===== src/rtl/shift_add_multiplier_pkg.sv =====
// Shared definitions for the shift-and-add multiplier: default operand width and FSM encoding.
package shift_add_multiplier_pkg;

  localparam int unsigned DEFAULT_WORD_LENGTH = 4;

  localparam logic [1:0] IDLE = 2'd0;
  localparam logic [1:0] RUN  = 2'd1;
  localparam logic [1:0] DONE = 2'd2;

  typedef enum logic [1:0] {
    StIdle = IDLE,
    StRun  = RUN,
    StDone = DONE
  } state_e;

endpackage


===== src/rtl/iteration_counter.sv =====
// Up-counter with synchronous clear and enable; flags the terminal iteration value.
module iteration_counter #(
  parameter int unsigned      WIDTH = 3,
  parameter logic [WIDTH-1:0] LAST  = '1
) (
  input  logic clk,
  input  logic reset,
  input  logic clear,
  input  logic enable,
  output logic terminal
);

  logic [WIDTH-1:0] count_q;

  always_ff @(posedge clk or negedge reset) begin
    if (!reset) begin
      count_q <= '0;
    end else if (clear) begin
      count_q <= '0;
    end else if (enable) begin
      count_q <= count_q + WIDTH'(1);
    end
  end

  assign terminal = (count_q == LAST);

endmodule


===== src/rtl/shift_add_multiplier.sv =====
// Unsigned sequential shift-and-add multiplier, one multiplier bit per clock; done pulses
// for one cycle alongside a freshly registered product.
module shift_add_multiplier
  import shift_add_multiplier_pkg::*;
#(
  parameter int unsigned WORD_LENGTH = DEFAULT_WORD_LENGTH
) (
  input  logic                       clk,
  input  logic                       reset,
  input  logic                       start,
  input  logic [WORD_LENGTH-1:0]     multiplicand,
  input  logic [WORD_LENGTH-1:0]     multiplier,
  output logic [2*WORD_LENGTH-1:0]   product,
  output logic                       done,
  output logic                       ready
);

  localparam int unsigned CntWidth = $clog2(WORD_LENGTH) + 1;
  localparam logic [CntWidth-1:0] CntLast = CntWidth'(WORD_LENGTH - 1);

  state_e                     state_q, state_d;
  logic [2*WORD_LENGTH-1:0]   a_sh_q, a_sh_d;
  logic [WORD_LENGTH-1:0]     b_sh_q, b_sh_d;
  logic [2*WORD_LENGTH-1:0]   acc_q, acc_d;
  logic [2*WORD_LENGTH-1:0]   product_q, product_d;
  logic                       cnt_clear, cnt_en, cnt_last;

  iteration_counter #(
    .WIDTH (CntWidth),
    .LAST  (CntLast)
  ) u_iteration_counter (
    .clk      (clk),
    .reset    (reset),
    .clear    (cnt_clear),
    .enable   (cnt_en),
    .terminal (cnt_last)
  );

  always_comb begin
    state_d   = state_q;
    a_sh_d    = a_sh_q;
    b_sh_d    = b_sh_q;
    acc_d     = acc_q;
    product_d = product_q;
    cnt_clear = 1'b0;
    cnt_en    = 1'b0;
    unique case (state_q)
      StIdle: begin
        if (start) begin
          a_sh_d    = {{WORD_LENGTH{1'b0}}, multiplicand};
          b_sh_d    = multiplier;
          acc_d     = '0;
          cnt_clear = 1'b1;
          state_d   = StRun;
        end
      end
      StRun: begin
        cnt_en = 1'b1;
        acc_d  = b_sh_q[0] ? (acc_q + a_sh_q) : acc_q;
        a_sh_d = a_sh_q << 1;
        b_sh_d = b_sh_q >> 1;
        // Last iteration: publish the accumulator including this cycle's partial product.
        if (cnt_last) begin
          product_d = acc_d;
          state_d   = StDone;
        end
      end
      StDone: begin
        state_d = StIdle;
      end
      default: begin
        state_d = StIdle;
      end
    endcase
  end

  always_ff @(posedge clk or negedge reset) begin
    if (!reset) begin
      state_q   <= StIdle;
      a_sh_q    <= '0;
      b_sh_q    <= '0;
      acc_q     <= '0;
      product_q <= '0;
    end else begin
      state_q   <= state_d;
      a_sh_q    <= a_sh_d;
      b_sh_q    <= b_sh_d;
      acc_q     <= acc_d;
      product_q <= product_d;
    end
  end

  assign product = product_q;
  assign done    = (state_q == StDone);
  assign ready   = (state_q == StIdle);

endmodule


===== config.mk =====
export PLATFORM = sky130hd
export DESIGN_NAME = shift_add_multiplier
export DESIGN_NICKNAME = d
export VERILOG_FILES = /design/src/rtl/shift_add_multiplier_pkg.sv /design/src/rtl/iteration_counter.sv /design/src/rtl/shift_add_multiplier.sv
export SDC_FILE = /design/constraint.sdc
export NUM_CORES = 1
export LEC_CHECK = 0
export BUFFER_PORTS_ARGS = -buffer_cell sky130_fd_sc_hd__buf_4
export CAP_MARGIN = 20
export CORE_MARGIN = 2
export CORE_UTILIZATION = 50
export CTS_BUF_LIST = sky130_fd_sc_hd__clkbuf_8
export DETAILED_ROUTE_END_ITERATION = 8
export PLACE_DENSITY = 0.8
export SLEW_MARGIN = 5
export SYNTH_ARGS = -nofsm -noshare
export SYNTH_HDL_FRONTEND = slang
export SYNTH_HIERARCHICAL = 1
export SYNTH_SLANG_ARGS = --single-unit

===== constraint.sdc =====
create_clock -name clk -period 5.4 [get_ports clk]
set_input_delay 0.27 -clock clk [delete_from_list [all_inputs] [get_ports clk]]
set_output_delay 0.27 -clock clk [all_outputs]
set_load 0.01 [all_outputs]

* After elaboration in Yosys (flattened, before gate mapping)
Index checks and enable logic that the tools add are counted.
** Storage, ports and cells
- Register bits :: 33
- Bits of input ports :: 11
- Output and inout bits :: 10
** Cells by class
- Add/subtract/negate cells :: 2
- Equality and inequality tests :: 5
- Muxes and demuxes :: 15
- Reductions and logical operators :: 6
** Operators with widths (number)
- case mux 8 bit (2 select lines) :: 2
- two-way mux 8 bit :: 3
- adder 8 bit :: 1
- case mux 4 bit (2 select lines) :: 1
- two-way mux 3 bit :: 2
- AND reduction 2 bit :: 3
- two-way mux 2 bit :: 2
- two-way mux 4 bit :: 1
- != test 2 bit (second input constant) :: 2
- case mux 2 bit (2 select lines) :: 1
- nonzero test 2 bit :: 2
- adder 3 x 1 -> 3 bit (second input constant) :: 1
- == test 3 x 2 -> 1 bit (second input constant) :: 1
- two-way mux 1 bit :: 3
- == test 2 x 1 -> 1 bit (second input constant) :: 1
- == test 2 bit (second input constant) :: 1
- logical NOT 2 bit :: 1

* Depth between registers and ports, before layout
Gate-level depths: netlist of run 1.
- Depth after elaboration :: 4
- Gate-level depth with buffers :: 7
- Gate-level depth less buffers :: 7

* By module
The synthesis of run 1 kept the hierarchy.
** By module, submodules not included
- shift_add_multiplier :: instances 1, cells each 163, area each 1531.5 um^2, seq. area each 750.7 um^2
- iteration_counter :: instances 1, cells each 12, area each 141.4 um^2, seq. area each 75.1 um^2

* Least setup slack after synthesis of run 1
Ideal clock, no wire load.
- Kind :: register to register
- Start point :: reg a_sh_q[1]
- End point :: reg product_q[7] (netlist: product[7])
- Library setup time :: 82 ps
- Arrival time :: 1836 ps
- Setup slack :: 3482 ps
- Stages on the path, launching flop included :: 7
- Path buffers :: 0
- Cells stage by stage :: dfrtp_1 -> ha_1 -> a211oi_2 -> nor3_1 -> o31a_1 -> or4_1 -> a31oi_1
** Between the ends
- Word-level cells in the longest chain between the ends :: 2
** RTL lines
- from (decl) :: line shift_add_multiplier.sv:22 : logic [2*WORD_LENGTH-1:0] a_sh_q, a_sh_d;
- from (signal assigned) :: line shift_add_multiplier.sv:86 : a_sh_q <= a_sh_d;
- adder 8 bit :: line shift_add_multiplier.sv:59 : acc_d = b_sh_q[0] ? (acc_q + a_sh_q) : acc_q;
- two-way mux 8 bit :: line shift_add_multiplier.sv:59
- to (signal assigned) :: line shift_add_multiplier.sv:89 : product_q <= product_d;
- to (decl) :: line shift_add_multiplier.sv:25 : logic [2*WORD_LENGTH-1:0] product_q, product_d;
Every way passes these cells.
A chain may end at the register's enable or synchronous reset.

* Final worst setup path of run 1
- Start point :: reg state_q[1]
- End point :: reg product_q[6] (netlist: product[6])
** Between the ends
- Word-level cells in the longest chain between the ends :: 2
** RTL lines
- from (decl) :: line shift_add_multiplier.sv:21 : state_e state_q, state_d;
- from (signal assigned) :: line shift_add_multiplier.sv:79 : state_q <= StIdle;
- from (signal assigned) :: line shift_add_multiplier.sv:85 : state_q <= state_d;
- == test 2 x 1 -> 1 bit :: line shift_add_multiplier.sv:47 : unique case (state_q)
- AND reduction 2 bit (no line)
Every way passes these cells.

==> run summary, run 1 <==
Netlist cell types - 33
vias - 1354
Pwr Density - 649 mW/mm^2
Setup WS pre-CTS - 2610 ps
IO Port Bufs - 20
commonest non-fill, non-tap cells in the layout - nand2_1, dfrtp_1, buf_4
post-layout net count - 218
Final Wtd Congestion - 0.818
startpoint types - flip-flop
setup violators final - 0
Top FF cell, synth - dfrtp_1
status - complete, no violations
fraction of registers with async set/reset - 100%
CTS tree - yes
Hold Fails Final Rpt - 0
sequential fraction of the synthesis area - 49.4%
Syn Std Cell Area - 0.00167 mm^2
root buf cell - clkbuf_8
DR iter-0 viols - 59
Num CTS Buffers - 5
final WL - 3470 um
fin. max-slew vios - 0
first drt pass iteration count - 4
vias in the first global route - 1287
Diodes inserted - 0
htree depth - 2
Required @ worst endpoint - 5570 ps
FMAX - 354 MHz
Hold WS - 179 ps
Total GRT Usage - 20.4%
Post-synth EDFFs - 0
critical path data arrival time - 3000 ps
Initial Util - 50.9%
period utilization - 52.3%
Post-Syn Instances - 175
Die ar. - 0.00382 mm^2
Max Cap Viol - 0
Syn Nets - 196
first-pass GRT wire length - 5560 um
Slew HR - 52.3%
leading cell type in the layout, fill and taps excluded - nand2_1
# fillers - 282
Worst setup EP type - flip-flop
clk_lat worst skew - 280 ps
Leak - 0.000966 uW
Clock Sinks - 33
Clk pin slew, worst setup/hold paths - 70 ps
Vias/cell - 5.55
Least-Margin Pin Slew - 716 ps
antenna violations before repair - 0
Design Power - 1280 uW
Crit Path Max Fanout - 22
Core Region - 0.00328 mm^2
DPL Wire Length - 2530 um
largest net degree at the start of global routing - 34
DIE HEIGHT - 61.8 um
RSZ-0062 raised after global routing - no
Hold-fix buffers, CTS - 1
clock buffer depth - 2
routed len/inst - 14.2 um
# Post-CTS Setup Buffers - 0
worst setup path category - reg -> reg
fraction of layout cells with a size suffix above 1 - 14.6%
Area growth syn-to-layout - 17.6%
IO Pins - 21
global route overflow - 0
Post-CTS Resized - 0
Hold WC Path Type - in -> reg
Tmin final - 2820 ps
average size of a mapped cell - 9.56 um^2
std cell rows - 21
post-route antenna net violation count - 0
setup_tns - 0 ps
Synth Register Bits - 33
Remaining DRCs - 0
die width - 61.8 um
synth warn - 6
peak supply drop - 0.277 mV
clock skew - 7.80 ps
PnR worst setup slack - 2580 ps
==> metrics by stage <==
step	util, %	std cells	area, um^2
2_1_floorplan	-	175	1670
3_3_place_gp	56.5	235	1860
3_5_place_dp	56.5	235	1860
4_1_cts	59.9	244	1970
5_1_grt	59.9	244	1970
6_report	59.9	244	1970
==> final cells by class <==
cell class | count | area, um^2 | share of cell area [%]
sequential | 33 | 826 | 42.0
multi-input combinational | 130 | 800 | 40.6
timing repair buffer | 21 | 160 | 8.14
clock buffer | 7 | 96.3 | 4.90
tap | 46 | 57.6 | 2.93
inverter | 6 | 22.5 | 1.15
clock inverter | 1 | 5.00 | 0.254
==> Yosys cell counts (3+ instances only) <==
master / instances / share of area [%]
a31oi_1: 6 / 2.2
a22o_1: 6 / 3.1
xnor2_1: 4 / 2.1
o21ai_0: 11 / 3.3
nand2_1: 35 / 7.9
ha_1: 9 / 6.7
mux2i_1: 4 / 2.4
a2bb2oi_1: 3 / 1.6
clkbuf_1: 4 / 0.90
nand3_1: 4 / 1.2
inv_1: 4 / 0.90
a21oi_1: 10 / 3.0
dfrtp_1: 33 / 49
nor2_1: 16 / 3.6
==> per-layer routing <==
metal / wire length [um] / global-route usage, % / vias up
met1: 1520 / 24.9 / 646
met4: 91 / 9.42 / 0
met3: 138 / 5.59 / 13
met2: 1720 / 33.5 / 33
met5: 0 / 0 / -
li1: - / - / 662
==> power by group <==
| part | switching, uW | internal [uW] |
|---|---|---|
| sequential | 91.7 | 359 |
| clock | 88.8 | 115 |
| combinational | 355 | 265 |
| total | 536 | 740 |
==> registers in the layout, indices dropped and copies added (netlist names) <==
register                     count
u_iteration_counter/count_q      3
a_sh_q                           8
acc_q                            8
state_q                          2
product                          8
b_sh_q                           4
==> kinds of logic after synthesis <==
kind of cell             Yosys count  share of synthesized area, %
AO/OA/AOI/OAI                     46                          18.2
XOR/XNOR                           6                          3.14
adder cells (fa/ha/maj)           10                          7.93
buffers and inverters             12                          2.84
flip-flops                        33                          49.4
multiplexers                       4                          2.39
AND/OR/NAND/NOR                   64                          16.2
==> path summary, 6_finish.rpt <==
check                         startpoint                        endpoint  slack (ps)  cells past startpoint
max                           state_q[1]                      product[6]        2580                      7
min                        multiplier[3]                       b_sh_q[3]         180                      3
max reg2reg                   state_q[1]                      product[6]        2580                      7
min reg2reg                   product[1]                      product[1]         500                      2
max in group asynchronous          reset  u_iteration_counter/count_q[1]        4640                      2
min in group asynchronous          reset                        acc_q[6]         460                      2
==> worst max-delay path, stage by stage (launching register included) <==
cell and delay (ps):
dfrtp_1 360, nand2b_1 580, clkinv_1 510, nand2_1 470
clkinv_1 310, and3_1 270, a21oi_1 130, nand2_1 70
Power figures use the tool's default switching activity.
==> run 2: changes to the inputs <==
--- a/config.mk
+++ b/config.mk
@@ -5,13 +5,14 @@
 export SDC_FILE = /design/constraint.sdc
 export NUM_CORES = 1
 export LEC_CHECK = 0
+export ABC_AREA = 1
 export BUFFER_PORTS_ARGS = -buffer_cell sky130_fd_sc_hd__buf_4
 export CAP_MARGIN = 20
 export CORE_MARGIN = 2
 export CORE_UTILIZATION = 50
 export CTS_BUF_LIST = sky130_fd_sc_hd__clkbuf_8
 export DETAILED_ROUTE_END_ITERATION = 8
-export PLACE_DENSITY = 0.8
+export PLACE_DENSITY = 0.83
 export SLEW_MARGIN = 5
 export SYNTH_ARGS = -nofsm -noshare
 export SYNTH_HDL_FRONTEND = slang
==> constraint.sdc (replaced) <==
create_clock -name clk -period 2.4 [get_ports clk]
set_input_delay 0.12 -clock clk [delete_from_list [all_inputs] [get_ports clk]]
set_output_delay 0.12 -clock clk [all_outputs]
set_load 0.01 [all_outputs]
==> run summary, run 2 <==
status - complete, no violations
Area growth syn-to-layout - 14.4%
Crit Path Max Fanout - 2
IO Port Bufs - 20
Vias/cell - 5.15
vias - 1441
Synth Register Bits - 33
Clk pin slew, worst setup/hold paths - 70 ps
Syn Std Cell Area - 0.00180 mm^2
Die ar. - 0.00410 mm^2
top post-synthesis cells by area - dfrtp_1, nand2_1, ha_1
Post-CTS Resized - 0
Required @ worst endpoint - 2580 ps
startpoint types - flip-flop
Leak - 0.00108 uW
peak supply drop - 0.727 mV
largest net degree at the start of global routing - 34
die width - 64.1 um
synth warn - 6
Design Power - 3130 uW
DR iter-0 viols - 64
Remaining DRCs - 0
clock buffer depth - 2
Total GRT Usage - 21.0%
Pwr Density - 1520 mW/mm^2
antenna violations before repair - 0
fin. max-slew vios - 0
Diodes inserted - 0
share of the synthesized area in the top cell type - 45.8%
post-synth top area cell - dfrtp_1
Max Cap Viol - 0
htree depth - 2
# Post-CTS Setup Buffers - 0
Top FF cell, synth - dfrtp_1
Clock Sinks - 33
fraction of registers with async set/reset - 100%
final WL - 3520 um
clk_lat worst skew - 290 ps
setup violators final - 0
FMAX - 572 MHz
average size of a mapped cell - 8.59 um^2
first-pass GRT wire length - 6590 um
vias in the first global route - 1471
DPL Wire Length - 2590 um
commonest non-fill, non-tap cells in the layout - nand2_1, dfrtp_1, inv_1
Hold-fix buffers, CTS - 1
Post-synth EDFFs - 0
Post-synth top cells - nand2_1, dfrtp_1, inv_1, nand3_1, o21ai_0
RSZ-0062 raised after global routing - no
fraction of layout cells with a size suffix above 1 - 19.2%
Hold WC Path Type - in -> reg
Post-Syn Instances - 210
CTS tree - yes
clock skew - 5.81 ps
sequential fraction of the synthesis area - 45.8%
Worst setup EP type - flip-flop
Syn Nets - 231
top-count cell post-synth - nand2_1
routed len/inst - 12.6 um
Setup WS pre-CTS - 639 ps
period utilization - 72.9%
DIE HEIGHT - 64.1 um
Initial Util - 53.2%
Hold Fails Final Rpt - 0
Num CTS Buffers - 5
final core occ - 60.9%
Hold WS - 51.8 ps
Least-Margin Pin Slew - 630 ps
Slew HR - 57.9%
PnR worst setup slack - 650 ps
Final Wtd Congestion - 0.871
first drt pass iteration count - 4
setup_tns - 0 ps
Core Region - 0.00339 mm^2
critical path data arrival time - 1930 ps
root buf cell - clkbuf_8
IO Pins - 21
worst setup path category - reg -> reg
std cell rows - 21
Tmin final - 1750 ps
post-route antenna net violation count - 0
Netlist cell types - 27
global route overflow - 0
leading cell type in the layout, fill and taps excluded - nand2_1
post-layout net count - 254
==> run 2: changes by cell type after synthesis, moves of 7 or more <==
cell     before  now
nand3_1       4   18
inv_1         4   30
a21oi_1      10    3
nor2_1       16    6
nand2_1      35   55
==> run 2: metal layers <==
metal  track usage (%)  up-vias  routed length [um]
li1                  -      734                   -
met1              29.5      671                1720
met2              30.9       27                1600
met3              4.93        9                 127
met4              9.78        0                  72
met5                 0        -                   0
==> run 2: cell families after synthesis <==
group / Yosys count / share of synthesized area, %
xor+xnor: 1 / 0.486
fa+ha+maj: 10 / 7.35
buf+inv: 37 / 9.22
simple gates: 100 / 25.6
flops: 33 / 45.8
compound gates: 29 / 11.6
==> run 2: worst max-delay path, stage by stage, from the launching register on <==
cell	delay [ps]
dfrtp_1	380
ha_1	230
fa_1	390
nand2_1	100
nand2_1	70
nand2_1	70
or2_2	100
nand3_1	80
o211ai_1	120
nand2_1	80
==> run 2: path summary, 6_finish.rpt <==
path                                                  end                            from  depth (start not counted)  slack [ps]
min                                             a_sh_q[0]                 multiplicand[0]                          3          50
max in group asynchronous                        acc_q[3]                           reset                          2        1810
max                                              acc_q[4]                       a_sh_q[0]                          9         650
max reg2reg                                      acc_q[4]                       a_sh_q[0]                          9         650
min reg2reg                u_iteration_counter/count_q[1]  u_iteration_counter/count_q[1]                          2         490
min in group asynchronous  u_iteration_counter/count_q[1]                           reset                          2         290
==> run 2: per-stage QoR <==
stage               cells  cell area, um^2
finish                280             2060
global route          280             2060
CTS                   280             2060
detailed placement    271             1970
global placement      271             1970
floorplan             210             1800
==> run 2: layout make-up <==
| type | instances | area (um^2) |
|---|---|---|
| timing repair buffer | 21 | 160 |
| inverter | 32 | 123 |
| clock buffer | 5 | 68.8 |
| clock inverter | 3 | 17.5 |
| multi-input combinational | 140 | 812 |
| tap | 46 | 57.6 |
| sequential | 33 | 826 |
| fill | 272 | 1330 |
==> run 2: report_power, final <==
group	internal (uW)	switching (uW)	total, uW
combinational	698	990	1690
sequential	822	207	1030
clock	200	212	412
total	1720	1410	3130
==> run 3: changes to the inputs <==
==> constraint.sdc (replaced) <==
create_clock -name clk -period 1.4 [get_ports clk]
set_input_delay 0.07 -clock clk [delete_from_list [all_inputs] [get_ports clk]]
set_output_delay 0.07 -clock clk [all_outputs]
set_load 0.01 [all_outputs]
==> run summary, run 3 (synthesis results as in run 2) <==
Tmin final - 1690 ps
antenna violations before repair - 0
WHS Endpoint - a_sh_q[0]
final cell count without fillers - 306
hold path start - multiplicand[0]
routed len/inst - 13.6 um
status - finished with violations
RSZ-0062 raised after global routing - yes
Clk pin slew, worst setup/hold paths - 70 ps
Crit Path Max Fanout - 2
DP Cell Count - 290
Reg2Reg Depth - 10
clock buffer depth - 2
fraction of layout cells with a size suffix above 1 - 33.8%
die width - 64.1 um
Core Region - 0.00339 mm^2
Final Wtd Congestion - 0.803
fin. max-slew vios - 0
PnR worst setup slack - -294 ps
hold depth - 3
Max Cap Viol - 0
DIE HEIGHT - 64.1 um
R2R setup slack - -290 ps
startpoint types - flip-flop
peak supply drop - 1.46 mV
DPL Wire Length - 2690 um
Leak - 0.00121 uW
Clock Sinks - 33
IO Pins - 21
Initial Util - 53.2%
failing checks - negative hold slack, negative setup slack
critical path data arrival time - 1880 ps
Area growth syn-to-layout - 30.9%
root buf cell - clkbuf_8
global route overflow - 0
vias - 1587
DR iter-0 viols - 64
leading cell type in the layout, fill and taps excluded - nand2_1
Critical R2R Capture - acc_q[6]
Hold WS - -0.888 ps
CTS tree - yes
Die ar. - 0.00410 mm^2
first drt pass iteration count - 4
post-placement cell area - 0.00212 mm^2
Vias/cell - 5.19
Hold WC Path Type - in -> reg
clock skew - 8.63 ps
Slew HR - 72.5%
htree depth - 2
worst r2r src - acc_q[0]
IO Port Bufs - 20
post-route antenna net violation count - 0
commonest non-fill, non-tap cells in the layout - nand2_1, buf_4, dfrtp_1
final WL - 4170 um
Least-Margin Pin Slew - 412 ps
Hold Fails Final Rpt - 1
post-layout net count - 280
FMAX - 590 MHz
Total GRT Usage - 23.0%
Diodes inserted - 0
vias in the first global route - 1585
clk_lat worst skew - 300 ps
post-route cell area - 0.00236 mm^2
Pwr Density - 2700 mW/mm^2
Remaining DRCs - 0
worst setup path category - reg -> reg
Required @ worst endpoint - 1580 ps
setup violators final - 14
std cell rows - 21
Num CTS Buffers - 5
first-pass GRT wire length - 7080 um
Worst setup EP type - flip-flop
largest net degree at the start of global routing - 34
period utilization - 121%
==> run 3: final cells by class <==
| class | count | area, um^2 |
|---|---|---|
| fillers | 237 | 1030 |
| multi-input cells | 140 | 907 |
| flip-flops and latches | 33 | 827 |
| repair buffers | 47 | 362 |
| inverters | 32 | 123 |
| clock buffers | 5 | 68.8 |
| well taps | 46 | 57.6 |
| clock inverters | 3 | 17.5 |
==> run 3: worst max-delay path, cell delays in order (launching register included) <==
cell	delay (ps)
dfrtp_1	420
ha_4	180
fa_2	350
nand2_2	100
nand2_2	70
nand3b_1	110
nand2_1	70
nand2_1	70
nand3_2	70
nand3_1	90
nand2_1	50
==> run 3: power breakdown <==
group	switching (uW)	internal (uW)	leakage (uW)	total (uW)
clock	366	343	0.0000439	709
sequential	418	1410	0.000409	1830
combinational	2000	1840	0.000756	3840
==> run 3: worst max path at each step <==
stage,from,to,slack (ps),cells after the start
after floorplan,a_sh_q[0],acc_q[4],-100,9
after global placement,a_sh_q[0],product[4],-210,9
after detailed placement,a_sh_q[0],acc_q[4],-230,9
after CTS,acc_q[0],acc_q[6],-240,10
after global routing,acc_q[0],acc_q[6],-400,10
final,acc_q[0],acc_q[6],-290,10
==> run 3: metrics by stage <==
| step | utilization, % | worst slack (ps) | total power, uW | TNS [ps] |
|---|---|---|---|---|
| floorplan | - | -97.9 | 4020 | -691 |
| global placement | 62.4 | -211 | 4990 | -1880 |
| detailed placement | 62.4 | -227 | 5110 | -2310 |
| CTS | 68.0 | -241 | 6120 | -1740 |
| global route | 69.7 | -404 | 6950 | -3620 |
| finish | 69.7 | -294 | 6380 | -2320 |
==> run 3: per-layer routing <==
metal	part of all wire, %	track usage (%)	vias to the layer above	wire length [um]
li1	-	-	783	-
met1	43	29.0	745	1780
met2	49	36.3	47	2050
met3	5.1	5.81	12	212
met4	3.0	12.0	0	123
met5	0	0	-	0
==> run 3: what timing repair did <==
action,in CTS,in global routing
setup endpoints to repair,14,16
pin swaps,5,9
resized for setup,14,8
endpoints found under the hold margin,34,0
setup buffers,4,2
hold buffers,2,0
